===== src/rtl/lsu_ctrl_pkg.sv =====
// Memory opcode constants and decode helpers shared by the load/store unit.
// Pure declarations: no latency, no flow control.
package lsu_ctrl_pkg;

  localparam logic [5:0] LB  = 6'h20;
  localparam logic [5:0] LH  = 6'h21;
  localparam logic [5:0] LW  = 6'h23;
  localparam logic [5:0] LBU = 6'h24;
  localparam logic [5:0] LHU = 6'h25;
  localparam logic [5:0] SB  = 6'h28;
  localparam logic [5:0] SH  = 6'h29;
  localparam logic [5:0] SW  = 6'h2b;

  function automatic logic is_load(input logic [5:0] op);
    return (op == LB) || (op == LH) || (op == LW) || (op == LBU) || (op == LHU);
  endfunction

  function automatic logic is_store(input logic [5:0] op);
    return (op == SB) || (op == SH) || (op == SW);
  endfunction

  function automatic logic is_mem(input logic [5:0] op);
    return is_load(op) || is_store(op);
  endfunction

endpackage


===== src/rtl/lsu_align.sv =====
// Byte-lane steering: store enables/replicated data, load extraction/extension, misalign check.
// Purely combinational, zero latency, no flow control.
module lsu_align
  import lsu_ctrl_pkg::*;
(
  input  logic [5:0]  op,
  input  logic [1:0]  adr,
  input  logic [31:0] rdata2,
  input  logic [31:0] rdata,
  output logic [3:0]  be,
  output logic [31:0] wdata,
  output logic [31:0] ldata,
  output logic        misalign
);

  logic [31:0] sh;

  always_comb begin
    be       = 4'b0000;
    wdata    = 32'h0;
    ldata    = 32'h0;
    misalign = 1'b0;
    // Right-justify the addressed lane; halves are only used when adr[0] is 0.
    sh       = rdata >> {adr, 3'b000};
    case (op)
      LW: begin
        be       = 4'b1111;
        ldata    = rdata;
        misalign = |adr;
      end
      LH, LHU: begin
        be       = 4'b1111;
        ldata    = (op == LH) ? {{16{sh[15]}}, sh[15:0]} : {16'h0, sh[15:0]};
        misalign = adr[0];
      end
      LB, LBU: begin
        be    = 4'b1111;
        ldata = (op == LB) ? {{24{sh[7]}}, sh[7:0]} : {24'h0, sh[7:0]};
      end
      SW: begin
        be       = 4'b1111;
        wdata    = rdata2;
        misalign = |adr;
      end
      SH: begin
        be       = adr[1] ? 4'b1100 : 4'b0011;
        wdata    = {2{rdata2[15:0]}};
        misalign = adr[0];
      end
      SB: begin
        be    = 4'b0001 << adr;
        wdata = {4{rdata2[7:0]}};
      end
      default: ;
    endcase
  end

endmodule


===== src/rtl/lsu_ctrl.sv =====
// Load/store initiator: one handshaked memory access per instruction, Stall held until done.
// Store 2 cycles, load 3 cycles minimum; waits on MemGnt/MemRvalid add cycles, loads abort after TIMEOUT.
module lsu_ctrl
  import lsu_ctrl_pkg::*;
#(
  parameter int TIMEOUT = 16
) (
  input  logic        CLK,
  input  logic        RST,
  input  logic        Valid,
  input  logic [31:0] Ins,
  input  logic [31:0] Result,
  input  logic [31:0] Rdata2,
  output logic        Stall,
  output logic [31:0] Wdata,
  output logic        WdataValid,
  output logic        Misalign,
  output logic        BusErr,
  output logic        MemReq,
  output logic        MemWe,
  output logic [31:0] MemAdr,
  output logic [3:0]  MemBe,
  output logic [31:0] MemWdata,
  input  logic        MemGnt,
  input  logic        MemRvalid,
  input  logic [31:0] MemRdata
);

  localparam logic [1:0] S_IDLE = 2'd0;
  localparam logic [1:0] S_REQ  = 2'd1;
  localparam logic [1:0] S_RESP = 2'd2;
  localparam logic [1:0] S_DONE = 2'd3;
  localparam logic [7:0] TO     = 8'(TIMEOUT);

  logic [1:0]  state;
  logic [5:0]  op_q;
  logic [1:0]  adr_q;
  logic [7:0]  cnt;
  logic [7:0]  cnt_nxt;
  logic        idle;
  logic        mem_op;
  logic        accept;
  logic [5:0]  sel_op;
  logic [1:0]  sel_adr;
  logic [3:0]  be;
  logic [31:0] st_data;
  logic [31:0] ld_data;
  logic        mis;
  logic        unused_ins;

  assign unused_ins = ^Ins[25:0];

  assign idle    = (state == S_IDLE);
  assign mem_op  = is_mem(Ins[31:26]);
  // The aligner sees the live instruction in IDLE and the latched one afterwards.
  assign sel_op  = idle ? Ins[31:26] : op_q;
  assign sel_adr = idle ? Result[1:0] : adr_q;
  assign cnt_nxt = cnt + 8'd1;

  lsu_align u_align (
    .op       (sel_op),
    .adr      (sel_adr),
    .rdata2   (Rdata2),
    .rdata    (MemRdata),
    .be       (be),
    .wdata    (st_data),
    .ldata    (ld_data),
    .misalign (mis)
  );

  assign accept = idle & Valid & mem_op & ~mis;
  // Gated by RST so the combinational term is also quiet while reset is held.
  assign Stall  = RST & (accept | (state == S_REQ) | (state == S_RESP));

  always_ff @(posedge CLK or negedge RST) begin
    if (!RST) begin
      state      <= S_IDLE;
      op_q       <= 6'h0;
      adr_q      <= 2'b00;
      cnt        <= 8'h0;
      Wdata      <= 32'h0;
      WdataValid <= 1'b0;
      Misalign   <= 1'b0;
      BusErr     <= 1'b0;
      MemReq     <= 1'b0;
      MemWe      <= 1'b0;
      MemAdr     <= 32'h0;
      MemBe      <= 4'h0;
      MemWdata   <= 32'h0;
    end else begin
      WdataValid <= 1'b0;
      Misalign   <= 1'b0;
      BusErr     <= 1'b0;
      case (state)
        S_IDLE: begin
          if (Valid && mem_op) begin
            if (mis) begin
              Misalign <= 1'b1;
            end else begin
              op_q     <= Ins[31:26];
              adr_q    <= Result[1:0];
              MemAdr   <= {Result[31:2], 2'b00};
              MemBe    <= be;
              MemWdata <= st_data;
              MemWe    <= is_store(Ins[31:26]);
              MemReq   <= 1'b1;
              state    <= S_REQ;
            end
          end
        end
        S_REQ: begin
          if (MemGnt) begin
            MemReq <= 1'b0;
            cnt    <= 8'h0;
            state  <= MemWe ? S_DONE : S_RESP;
          end
        end
        S_RESP: begin
          if (MemRvalid) begin
            Wdata      <= ld_data;
            WdataValid <= 1'b1;
            state      <= S_DONE;
          end else if (cnt_nxt == TO) begin
            Wdata  <= 32'h0;
            BusErr <= 1'b1;
            state  <= S_IDLE;
          end else begin
            cnt <= cnt_nxt;
          end
        end
        default: state <= S_IDLE;
      endcase
    end
  end

endmodule


===== config.mk =====
export PLATFORM = sky130hd
export DESIGN_NAME = lsu_ctrl
export DESIGN_NICKNAME = d
export VERILOG_FILES = /design/src/rtl/lsu_ctrl_pkg.sv /design/src/rtl/lsu_align.sv /design/src/rtl/lsu_ctrl.sv
export SDC_FILE = /design/constraint.sdc
export NUM_CORES = 1
export LEC_CHECK = 0
export ABC_AREA = 1
export ABC_CLOCK_PERIOD_IN_PS = 2800
export BUFFER_PORTS_ARGS = -buffer_cell sky130_fd_sc_hd__buf_2
export CAP_MARGIN = 20
export CORE_MARGIN = 2
export CORE_UTILIZATION = 40
export CTS_CLUSTER_SIZE = 12
export DETAILED_ROUTE_END_ITERATION = 8
export GPL_ROUTABILITY_DRIVEN = 0
export PLACE_DENSITY = 0.67
export SLEW_MARGIN = 25
export SYNTH_ARGS = -nofsm -noshare
export SYNTH_HDL_FRONTEND = slang
export SYNTH_SLANG_ARGS = --single-unit

===== constraint.sdc =====
create_clock -name CLK -period 2.8 [get_ports CLK]
set_input_delay 0.28 -clock CLK [delete_from_list [all_inputs] [get_ports CLK]]
set_output_delay 0.28 -clock CLK [all_outputs]
set_load 0.01 [all_outputs]

Yosys cells after proc, flatten, opt, wreduce, memory -nomap -nowiden
Index checks and enable logic that the tools add are counted.
- eq/ne operators: 25
- add/subtract/negate cells: 1
- reductions and logical operators: 23
- bitwise gates (word level): 7
- multiplexer cells: 34
- shift-type cells: 2
- operators by type and width (cell ; number):
    $pmux W32 S3 ; 2
    $mux W32 ; 4
    $eq A6 B6 Y1 const B ; 16
    $shr A32 B5 Y16 ; 1
    $mux W8 ; 3
    $pmux W8 S2 ; 1
    $mux W1 ; 12
    $mux W2 ; 6
    $pmux W4 S3 ; 1
    $reduce_and A4 Y1 ; 3
    $add A8 B1 Y8 const B ; 1
    $eq A8 B5 Y1 const B ; 1
    $ne A2 B2 Y1 const B ; 4
    $reduce_or A2 Y1 ; 4
    $logic_or A1 B1 Y1 ; 7
    $mux W6 ; 1
    $pmux W2 S3 ; 1
    $reduce_bool A2 Y1 ; 3
    $reduce_or A6 Y1 ; 1
    $and A1 B1 Y1 ; 4
    $mux W4 ; 1
    $pmux W1 S2 ; 2
    $shl A1 B2 Y4 const A ; 1
    $ne A3 B2 Y1 const B ; 1
    other kinds (10) ; 11
- output and inout port bits: 106
- word-level logic and storage cells: 105
- bits of input ports: 133
- bits in registers: 121

Depth between registers and ports, before layout
Gate-level depths: netlist of run 1.
- word-level depth: 11
- depth in mapped cells: 15
- mapped depth without buffers: 12

By module
A second synthesis of run 1 with hierarchy kept.
- cells, all modules: 971
- area total of the unflattened synthesis: 6703.9 µm²
- by module, submodules not included (module ; sequential area each (µm²) ; area an instance (µm²) ; times used ; cells an instance):
    lsu_ctrl ; 3027.9 ; 4966.0 ; 1 ; 584
    lsu_align ; 0.0 ; 1737.9 ; 1 ; 387

Worst setup path before layout of run 1
OpenSTA, ideal clock, no wires.
- kind: register to register
- start: register cnt[0]
- end: register cnt[1]
- path buffers: 0
- cell stages (with the launch flop): 11
- data arrival time: 1669 ps
- data required time: 2683 ps
- clock period less this slack: 1787 ps
- library setup time: 117 ps
- slack: 1013 ps
- cells stage by stage: dfrtp_1 ha_1 nand3_1 xor2_1 nor2_1 nand3_1 nand2_1 nand2_1 nand2_1 nand2_1 nand2_1
- word-level cells in the longest chain between the ends: 4
- elaborated cells between the ends (all ways): 7
- classes of those cells: add/sub (1); eq/ne (2); mux (3); reduce/logical (1)
- ends and longest elaborated chain (element ; line ; RTL):
    start, declared ; lsu_ctrl.sv:38 ; logic [7:0] cnt;
    start signal, assigned ; lsu_ctrl.sv:128 ; cnt <= cnt_nxt;
    $add A8 B1 Y8 * ; lsu_ctrl.sv:58 ; assign cnt_nxt = cnt + 8'd1;
    $eq A8 B5 Y1 or $mux W8 (tied branches) ; lsu_ctrl.sv:123 ; end else if (cnt_nxt == TO) begin
    $ne A2 B2 Y1 (no source line) or $mux W8 (tied branches) ; -- ;
    $reduce_and A4 Y1 (no source line) or $pmux W8 S2 (tied branches) ; -- ;
Mark *: on every way between the ends. The rest lies on a longest branch, timed or not. The select of a mux whose other input is x is not followed.
A chain may end at the register's enable or synchronous reset.

Worst setup path in the final report of run 1
- start: register state[1]
- end: output port Stall
- word-level cells in the longest chain between the ends: 10
- elaborated cells between the ends (all ways): 21
- classes of those cells: eq/ne (7); mux (3); bitwise (7); reduce/logical (4)
- ends and longest elaborated chain (element ; line ; RTL):
    start, declared ; lsu_ctrl.sv:35 ; logic [1:0] state;
    start signal, assigned ; lsu_ctrl.sv:115 ; state <= MemWe ? S_DONE : S_RESP;
    $logic_not A2 Y1 ; lsu_ctrl.sv:53 ; assign idle = (state == S_IDLE);
    $mux W6 ; lsu_ctrl.sv:56 ; assign sel_op = idle ? Ins[31:26] : op_q;
    $eq A6 B6 Y1 ; lsu_align.sv:25 ; case (op)
    $reduce_or A3 Y1 (no source line) or $reduce_or A2 Y1 (tied branches) ; -- ;
    $pmux W1 S2 ; lsu_align.sv:25 ;
    $not A1 Y1 (no source line) ; -- ;
    $and A1 B1 Y1 ; lsu_ctrl.sv:71 ; assign accept = idle & Valid & mem_op & ~mis;
    $or A1 B1 Y1 ; lsu_ctrl.sv:73 ; assign Stall = RST & (accept | (state == S_REQ) | (state == S_RESP));
    $or A1 B1 Y1 * ; lsu_ctrl.sv:73 ;
    $and A1 B1 Y1 * ; lsu_ctrl.sv:73 ;
    end, declared ; lsu_ctrl.sv:14 ; output logic Stall,
Mark *: on every way between the ends. The rest lies on a longest branch, timed or not.

==> metrics.md, run 1 <==
| Metric | Value |
|---|---|
| Sequential area share after synthesis | 0.4662 |
| Worst-path fanout max | 14 |
| Pin count of the biggest net entering global routing | 122 |
| Status | finished with violations |
| Worst vdd ir | 0.4087 mV |
| GRT Total Usage | 0.2258 |
| Post-CTS setup buffer count | 0 |
| Layout cell share with drive strength beyond 1 | 0.2536 |
| Nets | 1246 |
| Syn avg cell area | 7.169 µm² |
| Yosys reg bits | 121 |
| Clk_skew | 0.008629 ns |
| WL/cell | 13.95 µm |
| Wire length on met1 | 8.320 mm |
| Post-route design area | 0.008366 mm² |
| Clk sink count | 121 |
| Critical R2R Capture | Wdata[9] |
| Yosys Warn Count | 0 |
| Post-cts sizing count | 0 |
| Bufs and invs on worst path | 1 |
| Clock buffer depth | 2 |
| Num CTS Buffers | 17 |
| Routed wire length | 18.73 mm |
| Synthesized area | 0.006495 mm² |
| Die H | 131.4 µm |
| Clk root buf | clkbuf_16 |
| Worst R2R Setup Slack | 0.46 ns |
| Initial Utilization | 0.4089 |
| Final worst slack | 0.3187 ns |
| Synth Area in Compound Gates | 0.05490 |
| Crit start category | flip-flop |
| Clock Latency Late Sink | 0.42 ns |
| Final ANT Viol Nets | 0 |
| Reg-to-reg startpoint | state[1] |
| Total of max-cap violations | 0 |
| Dpl ws | 0.4550 ns |
| Initial DRC count | 509 |
| Setup TNS | 0 ns |
| Synth-to-Final Area Change | 28.80% |
| Hold WS | -0.03874 ns |
| Area of the multi-input gates | 0.003004 mm² |
| Crit path max-delay family | simple AND/OR/NAND/NOR gates |
| IO Port Bufs | 210 |
| Most frequent CP cell | nand2_2 |
| Max Used Layer | met5 |
| Via density | 4.852 |
| Critical path required time | 2.52 ns |
| Post-synthesis cell count | 906 |
| Chip width | 131.4 µm |
| First-pass GRT wire length | 31.57 mm |
| Unique masters post-synth | 35 |
| Worst setup EP type | primary output |
| Max_slew headroom | 0.5529 |
| Multiplexer area fraction after synthesis | 0 |
| Cell Rows | 46 |
| Fillers | 1614 |
| R2R depth | 9 |
| Adder-Cell Fraction of Synth Area | 0.003853 |
| Worst-Margin Slew | 0.6706 ns |
| Cell Pwr Density | 902.9 mW/mm² |
| Setup Viol. Count Final | 0 |
| Worst Hold Class | input pin to asynchronous set/reset pin |
| Pins Over Slew Limit | 0 |
| Simple-Gate Fraction of Synth Area | 0.3999 |
| Final min period | 2.481 ns |
| Via count | 6516 |
| Drt drc | 0 |
| Core area | 0.01589 mm² |
| Worst stage delay on the critical path | 0.42 ns |
| Leakage power | 4.978 nW |
| RSZ-0062 raised after global routing | no |
| Die Footprint | 0.01727 mm² |
| Detailed placement HPWL | 13.10 mm |
| Xor-xnor portion of the synthesized cell area | 0.002697 |
| Maximum clock frequency | 403.0 MHz |
| Area post-placement | 0.007694 mm² |
| I/O pins | 239 |
| Clk slew on worst S/H paths | 0.06 ns |
| Initial antenna violation count | 4 |
| Critical Path AT | 2.20 ns |
| Vias in the first global route | 6353 |
| Grt ovf | 0 |
| Sequential cell area | 0.003028 mm² |
| Met3 WL | 1.542 mm |
| Failing checks | negative hold slack |
| WS Path Type | flip-flop to primary output |
| CTS tree | built |
| # H-tree levels | 4 |
| CTS Hold Buffers Added | 0 |
| DRT Pass-1 Iters | 5 |
| Main combinational cell family by area after synthesis | simple AND/OR/NAND/NOR gates |
| Slowest cell on the critical path | dfrtp_1 |
| Fraction of the cycle the final worst path needs | 0.8862 |
| Critical-path cell list | nor2_4 -> nand2_2 -> o21ai_4 -> nand2_2 -> nand2_1 -> nand3_1 -> a21oi_1 -> buf_2 |
| Final Hold Fails | 52 |
| Met2 routed WL | 8.503 mm |
## cell usage after synthesis
| cell type | count | area, µm² |
|---|---|---|
| inv_2 | 5 | 18.77 |
| a21oi_4 | 1 | 16.27 |
| buf_6 | 9 | 101.4 |
| nor3_1 | 1 | 5.000 |
| o21ai_0 | 30 | 150.1 |
| ha_1 | 2 | 25.02 |
| a21o_1 | 2 | 15.01 |
| conb_1 | 1 | 3.750 |
| nand3_1 | 111 | 555.5 |
| a21oi_1 | 16 | 80.08 |
| nand3b_1 | 3 | 22.52 |
| nand2_2 | 11 | 68.82 |
| nand2_4 | 1 | 11.26 |
| nor2_1 | 45 | 168.9 |
| buf_2 | 13 | 65.06 |
| o22ai_1 | 4 | 25.02 |
| xnor2_1 | 1 | 8.760 |
| clkinv_1 | 2 | 7.510 |
| inv_1 | 49 | 183.9 |
| dfrtp_1 | 121 | 3028 |
| a21oi_2 | 2 | 17.52 |
| nand3b_4 | 1 | 20.02 |
| o21ai_4 | 1 | 16.27 |
| o211ai_1 | 1 | 7.510 |
| xor2_1 | 1 | 8.760 |
| nand4_1 | 4 | 25.02 |
| nand3_2 | 1 | 10.01 |
| o21ai_1 | 4 | 20.02 |
| o21ai_2 | 1 | 8.760 |
| clkbuf_1 | 6 | 22.52 |
| nor2_4 | 3 | 33.78 |
| buf_4 | 9 | 67.56 |
| or2_2 | 1 | 6.260 |
| nor2_2 | 3 | 18.77 |
| nand2_1 | 440 | 1652 |
## layout by cell type, fill, tap and decap left out, drive strengths merged
| master | synthesis | routed |
|---|---|---|
| a21o | 2 | 2 |
| a21oi | 19 | 19 |
| buf | 31 | 222 |
| bufinv | 0 | 5 |
| clkbuf | 6 | 17 |
| clkinv | 2 | 6 |
| clkinvlp | 0 | 1 |
| conb | 1 | 2 |
| dfrtp | 121 | 121 |
| diode | 0 | 3 |
| ha | 2 | 2 |
| inv | 54 | 59 |
| nand2 | 452 | 452 |
| nand3 | 112 | 112 |
| nand3b | 4 | 4 |
| nand4 | 4 | 4 |
| nor2 | 51 | 51 |
| nor3 | 1 | 1 |
| o211ai | 1 | 1 |
| o21ai | 36 | 36 |
| o22ai | 4 | 4 |
| or2 | 1 | 1 |
| xnor2 | 1 | 1 |
| xor2 | 1 | 1 |
## layout make-up
class                   count  area share
flip-flops and latches    121      0.3620
multi-input cells         693      0.3591
repair buffers            222      0.1412
clock buffers              17     0.05085
well taps                 216     0.03231
clock inverters            15     0.02857
inverters                  56     0.02513
diodes                      3   0.0008974
## how the worst max path moves through the flow
stage / from / end / slack (ns) / cells after the start
after global placement: state[1] / Wdata[9] / 0.50 / 9
final: state[1] / Stall / 0.32 / 8
after floorplan: cnt[0] / cnt[1] / 1.01 / 10
after detailed placement: state[1] / Wdata[9] / 0.46 / 9
after global routing: state[1] / Stall / 0.13 / 8
after CTS: state[1] / Stall / 0.27 / 8
## layer usage
layer | track usage | up-vias
li1 | - | 3267
met1 | 0.2966 | 2987
met2 | 0.3499 | 222
met3 | 0.06790 | 38
met4 | 0.08998 | 2
met5 | 0 | -
## metrics by stage
stage | utilization | std cells | hold slack (ns) | total power [mW]
finish | 0.5266 | 1343 | -0.03874 | 7.553
global route | 0.5265 | 1342 | 0.01544 | 8.098
CTS | 0.5262 | 1340 | 0.01388 | 7.623
detailed placement | 0.4843 | 1308 | 0.4383 | 5.112
global placement | 0.4843 | 1308 | 0.4349 | 5.075
floorplan | - | 907 | -0.01559 | 4.198
## power breakdown
part | internal (mW) | switching, mW
clock network | 1.60 | 0.879
registers | 2.19 | 0.255
logic | 0.908 | 1.72
## sequential cells by signal (all words and copies together) (netlist names)
signal,count
MemWdata,32
Wdata,32
MemAdr,30
cnt,8
op_q,6
MemBe,4
adr_q,2
state,2
BusErr,1
MemReq,1
MemWe,1
Misalign,1
WdataValid,1
## kinds of logic (layout without fill, tap and decap cells)
kind of cell             count (synthesis)  in the layout
XOR/XNOR                                 2              2
other                                    1              5
AO/OA/AOI/OAI                           62             62
flip-flops                             121            121
adder cells (fa/ha/maj)                  2              2
buffers and inverters                   93            310
AND/OR/NAND/NOR                        625            625
Power figures use the tool's default switching activity.
==> run 2, diff against run 1 <==
--- a/config.mk
+++ b/config.mk
@@ -18,4 +18,5 @@
 export SLEW_MARGIN = 25
 export SYNTH_ARGS = -nofsm -noshare
 export SYNTH_HDL_FRONTEND = slang
+export SYNTH_HIERARCHICAL = 1
 export SYNTH_SLANG_ARGS = --single-unit
==> run 2 against run 1 <==
Against the previous run: the run still ends with negative hold slack left; synthesized cell count increased by 7.2%; synthesized area increased by 3.2%; power increased by 20%; via count increased by 5.3%; sequential share of layout area decreased by 1.3 points; design area increased by 3.9%; combinational power increased by 54%; clock-buffer cell count increased by 1; critical path type unchanged.
==> metrics.md, run 2 <==
| Metric | Value |
|---|---|
| Final ANT Viol Nets | 0 (unchanged) |
| Reg-to-reg startpoint | state[1] (unchanged) |
| Grt ovf | 0 (unchanged) |
| Tot Pwr | 9.029 mW (was 7.553 mW) |
| I/O pins | 239 (unchanged) |
| Critical R2R Capture | MemWdata[15] (was Wdata[9]) |
| Synthesized area | 0.006704 mm² (was 0.006495 mm²) |
| Diode count | 0 (was 3) |
| # H-tree levels | 4 (unchanged) |
| Cell Pwr Density | 1039 mW/mm² (was 902.9 mW/mm²) |
| Failing checks | negative hold slack (unchanged) |
| Drt drc | 0 (unchanged) |
| Final Hold Fails | 14 (was 52) |
| WS Path Type | flip-flop to primary output (unchanged) |
| Critical Path AT | 2.44 ns (was 2.20 ns) |
| Final min period | 2.718 ns (was 2.481 ns) |
| Fraction of the cycle the final worst path needs | 0.9707 (was 0.8862) |
| Yosys Warn Count | 6 (was 0) |
| GRT Total Usage | 0.2277 (was 0.2258) |
| Worst-Margin Slew | 0.9817 ns (was 0.6706 ns) |
| Worst Hold Class | input pin to asynchronous set/reset pin (unchanged) |
| Clk root buf | clkbuf_16 (unchanged) |
| Via density | 4.863 (was 4.852) |
| Synth-to-Final Area Change | 29.62% (was 28.80%) |
| CTS Hold Buffers Added | 0 (unchanged) |
| Num CTS Buffers | 17 (unchanged) |
| CTS tree | built (unchanged) |
| Synth top area share | 0.4517 (was 0.4662) |
| Worst R2R Setup Slack | 0.41 ns (was 0.46 ns) |
| Most numerous cell in the Yosys netlist | nand2_1 (unchanged) |
| Worst Setup SP | state[1] (unchanged) |
| Sequential area share after synthesis | 0.4517 (was 0.4662) |
| Chip width | 133.5 µm (was 131.4 µm) |
| Die Footprint | 0.01781 mm² (was 0.01727 mm²) |
| Max_slew headroom | 0.3415 (was 0.5529) |
| Pins Over Slew Limit | 0 (unchanged) |
| Hold WS | -0.06829 ns (was -0.03874 ns) |
| Post-route design area | 0.008690 mm² (was 0.008366 mm²) |
| Unique masters post-synth | 33 (was 35) |
| Vias in the first global route | 6400 (was 6353) |
| WL/cell | 14.25 µm (was 13.95 µm) |
| Total of max-cap violations | 0 (unchanged) |
| Via count | 6862 (was 6516) |
| Leading cell types by total area after synthesis | dfrtp_1 45%, nand2_1 26%, nand3_1 11% (was dfrtp_1 47%, nand2_1 25%, nand3_1 8.6%) |
| Fin util | 0.5277 (was 0.5266) |
| Core area | 0.01647 mm² (was 0.01589 mm²) |
| Post-synth EDFFs | 0 (unchanged) |
| Async SR Flop Fraction | 1.000 (unchanged) |
| Yosys reg bits | 121 (unchanged) |
| Ys flop type | dfrtp_1 (unchanged) |
| Pin count of the biggest net entering global routing | 122 (unchanged) |
| Maximum clock frequency | 367.9 MHz (was 403.0 MHz) |
| Top Registers | MemWdata x32, Wdata x32, MemAdr x30 (unchanged) |
| Detailed placement HPWL | 13.82 mm (was 13.10 mm) |
| Critical path required time | 2.52 ns (about the same) |
| Nets | 1313 (was 1246) |
| Area post-placement | 0.007973 mm² (was 0.007694 mm²) |
| Worst vdd ir | 0.4999 mV (was 0.4087 mV) |
| Worst setup EP type | primary output (unchanged) |
| Clock Latency Late Sink | 0.42 ns (about the same) |
| Cell taking the most area after synthesis | dfrtp_1 (unchanged) |
| Leakage power | 5.262 nW (was 4.978 nW) |
| Die H | 133.5 µm (was 131.4 µm) |
| Setup TNS | 0 ns (unchanged) |
| Clock buffer depth | 2 (unchanged) |
| Cell Rows | 47 (was 46) |
| RSZ-0062 raised after global routing | yes (was no) |
| Status | finished with violations (unchanged) |
| Top cells by count, synth | 456 x nand2_1, 154 x nand3_1, 121 x dfrtp_1 (was 440 x nand2_1, 121 x dfrtp_1, 111 x nand3_1) |
| Commonest non-fill, non-tap cell in the layout | nand2_1 (unchanged) |
| Syn avg cell area | 6.904 µm² (was 7.169 µm²) |
| Most frequent cells in the layout | 454 x nand2_1, 209 x buf_2, 154 x nand3_1 (was 440 x nand2_1, 209 x buf_2, 121 x dfrtp_1) |
| Post-synthesis cell count | 971 (was 906) |
| Clk sink count | 121 (unchanged) |
| Clk slew on worst S/H paths | 0.06 ns (about the same) |
| R2R depth | 18 (was 9) |
| Setup Viol. Count Final | 0 (unchanged) |
| Initial Utilization | 0.4071 (was 0.4089) |
| IO Port Bufs | 210 (unchanged) |
| Layout cell share with drive strength beyond 1 | 0.2594 (was 0.2536) |
| Crit start category | flip-flop (unchanged) |
| Initial antenna violation count | 0 (was 4) |
| DRT Pass-1 Iters | 5 (unchanged) |
| Clk_skew | 0.01248 ns (was 0.008629 ns) |
| Worst-path fanout max | 13 (was 14) |
| First-pass GRT wire length | 32.53 mm (was 31.57 mm) |
| Initial DRC count | 565 (was 509) |
| Routed wire length | 20.10 mm (was 18.73 mm) |
==> run 2: cell count changes after synthesis, moves of 3 or more <==
cell / delta
buf_2: +13
o21ai_0: -15
inv_1: +25
buf_6: -4
a21oi_1: -14
o21ai_1: +5
nand2_1: +16
clkbuf_1: +4
nand3_2: +3
o22ai_1: -4
nand2_2: -5
nand3_1: +43
==> run 2: power by group <==
part | switching (mW) | internal [mW]
Sequential | 0.329 | 2.38
Clock | 0.841 | 1.43
Combinational | 2.63 | 1.43
Total | 3.80 | 5.23
==> run 2: kinds of logic after synthesis <==
kind of cell / after synthesis / share of synthesized area
AOI/OAI and AO/OA: 34 / 0.02930
adders and majority gates: 1 / 0.001866
buffers and inverters: 128 / 0.08604
DFF: 121 / 0.4517
muxes: 1 / 0.001493
other: 1 / 0.0005594
and+or+nand+nor: 685 / 0.4291
==> run 2: how the worst max path moves through the flow <==
stage	endpoint	cells past startpoint
4_1_cts	Stall	14
2_1_floorplan	Stall	17
3_3_place_gp	MemAdr[2]	15
3_5_place_dp	MemAdr[7]	14
5_1_grt	Stall	14
6_report	Stall	14
==> run 2: final cells by class <==
class | instances | area [µm²]
fillers | 1664 | 7776
multi-input cells | 723 | 3174
flip-flops and latches | 121 | 3028
repair buffers | 236 | 1303
clock buffers | 18 | 439.2
inverters | 80 | 302.8
well taps | 220 | 275.3
clock inverters | 13 | 167.7
==> run 2: per-stage QoR <==
| step | std cells | setup WS, ns |
|---|---|---|
| floorplan | 972 | 0.05572 |
| global placement | 1375 | 0.2683 |
| detailed placement | 1375 | 0.2340 |
| CTS | 1407 | 0.01235 |
| global route | 1411 | -0.07635 |
| finish | 1411 | 0.08214 |
==> run 2: repair_timing <==
| item | CTS | global route |
|---|---|---|
| pin swaps | 0 | 2 |
| buffers inserted | 1 | 4 |
| gates resized for setup | 11 | 13 |
| endpoints found under the setup margin | 1 | 1 |
==> run 2: worst max-delay path: stages, from the launching register on <==
cell and delay, ns:
dfrtp_1 0.40, nor2_4 0.15, inv_4 0.09, o21ai_1 0.15
buf_4 0.18, nand2_2 0.11, nor3_4 0.21, nand2_1 0.08
nand2_2 0.11, inv_1 0.06, nand3_2 0.10, nor2_4 0.05
inv_2 0.09, a31oi_2 0.09, buf_2 0.15
==> run 2: per-layer routing <==
| layer | vias up | part of all wire | global-route usage |
|---|---|---|---|
| li1 | 3448 | - | - |
| met1 | 3128 | 0.45 | 0.3135 |
| met2 | 252 | 0.47 | 0.3594 |
| met3 | 34 | 0.060 | 0.04642 |
| met4 | 0 | 0.020 | 0.07861 |
| met5 | - | 0 | 0 |
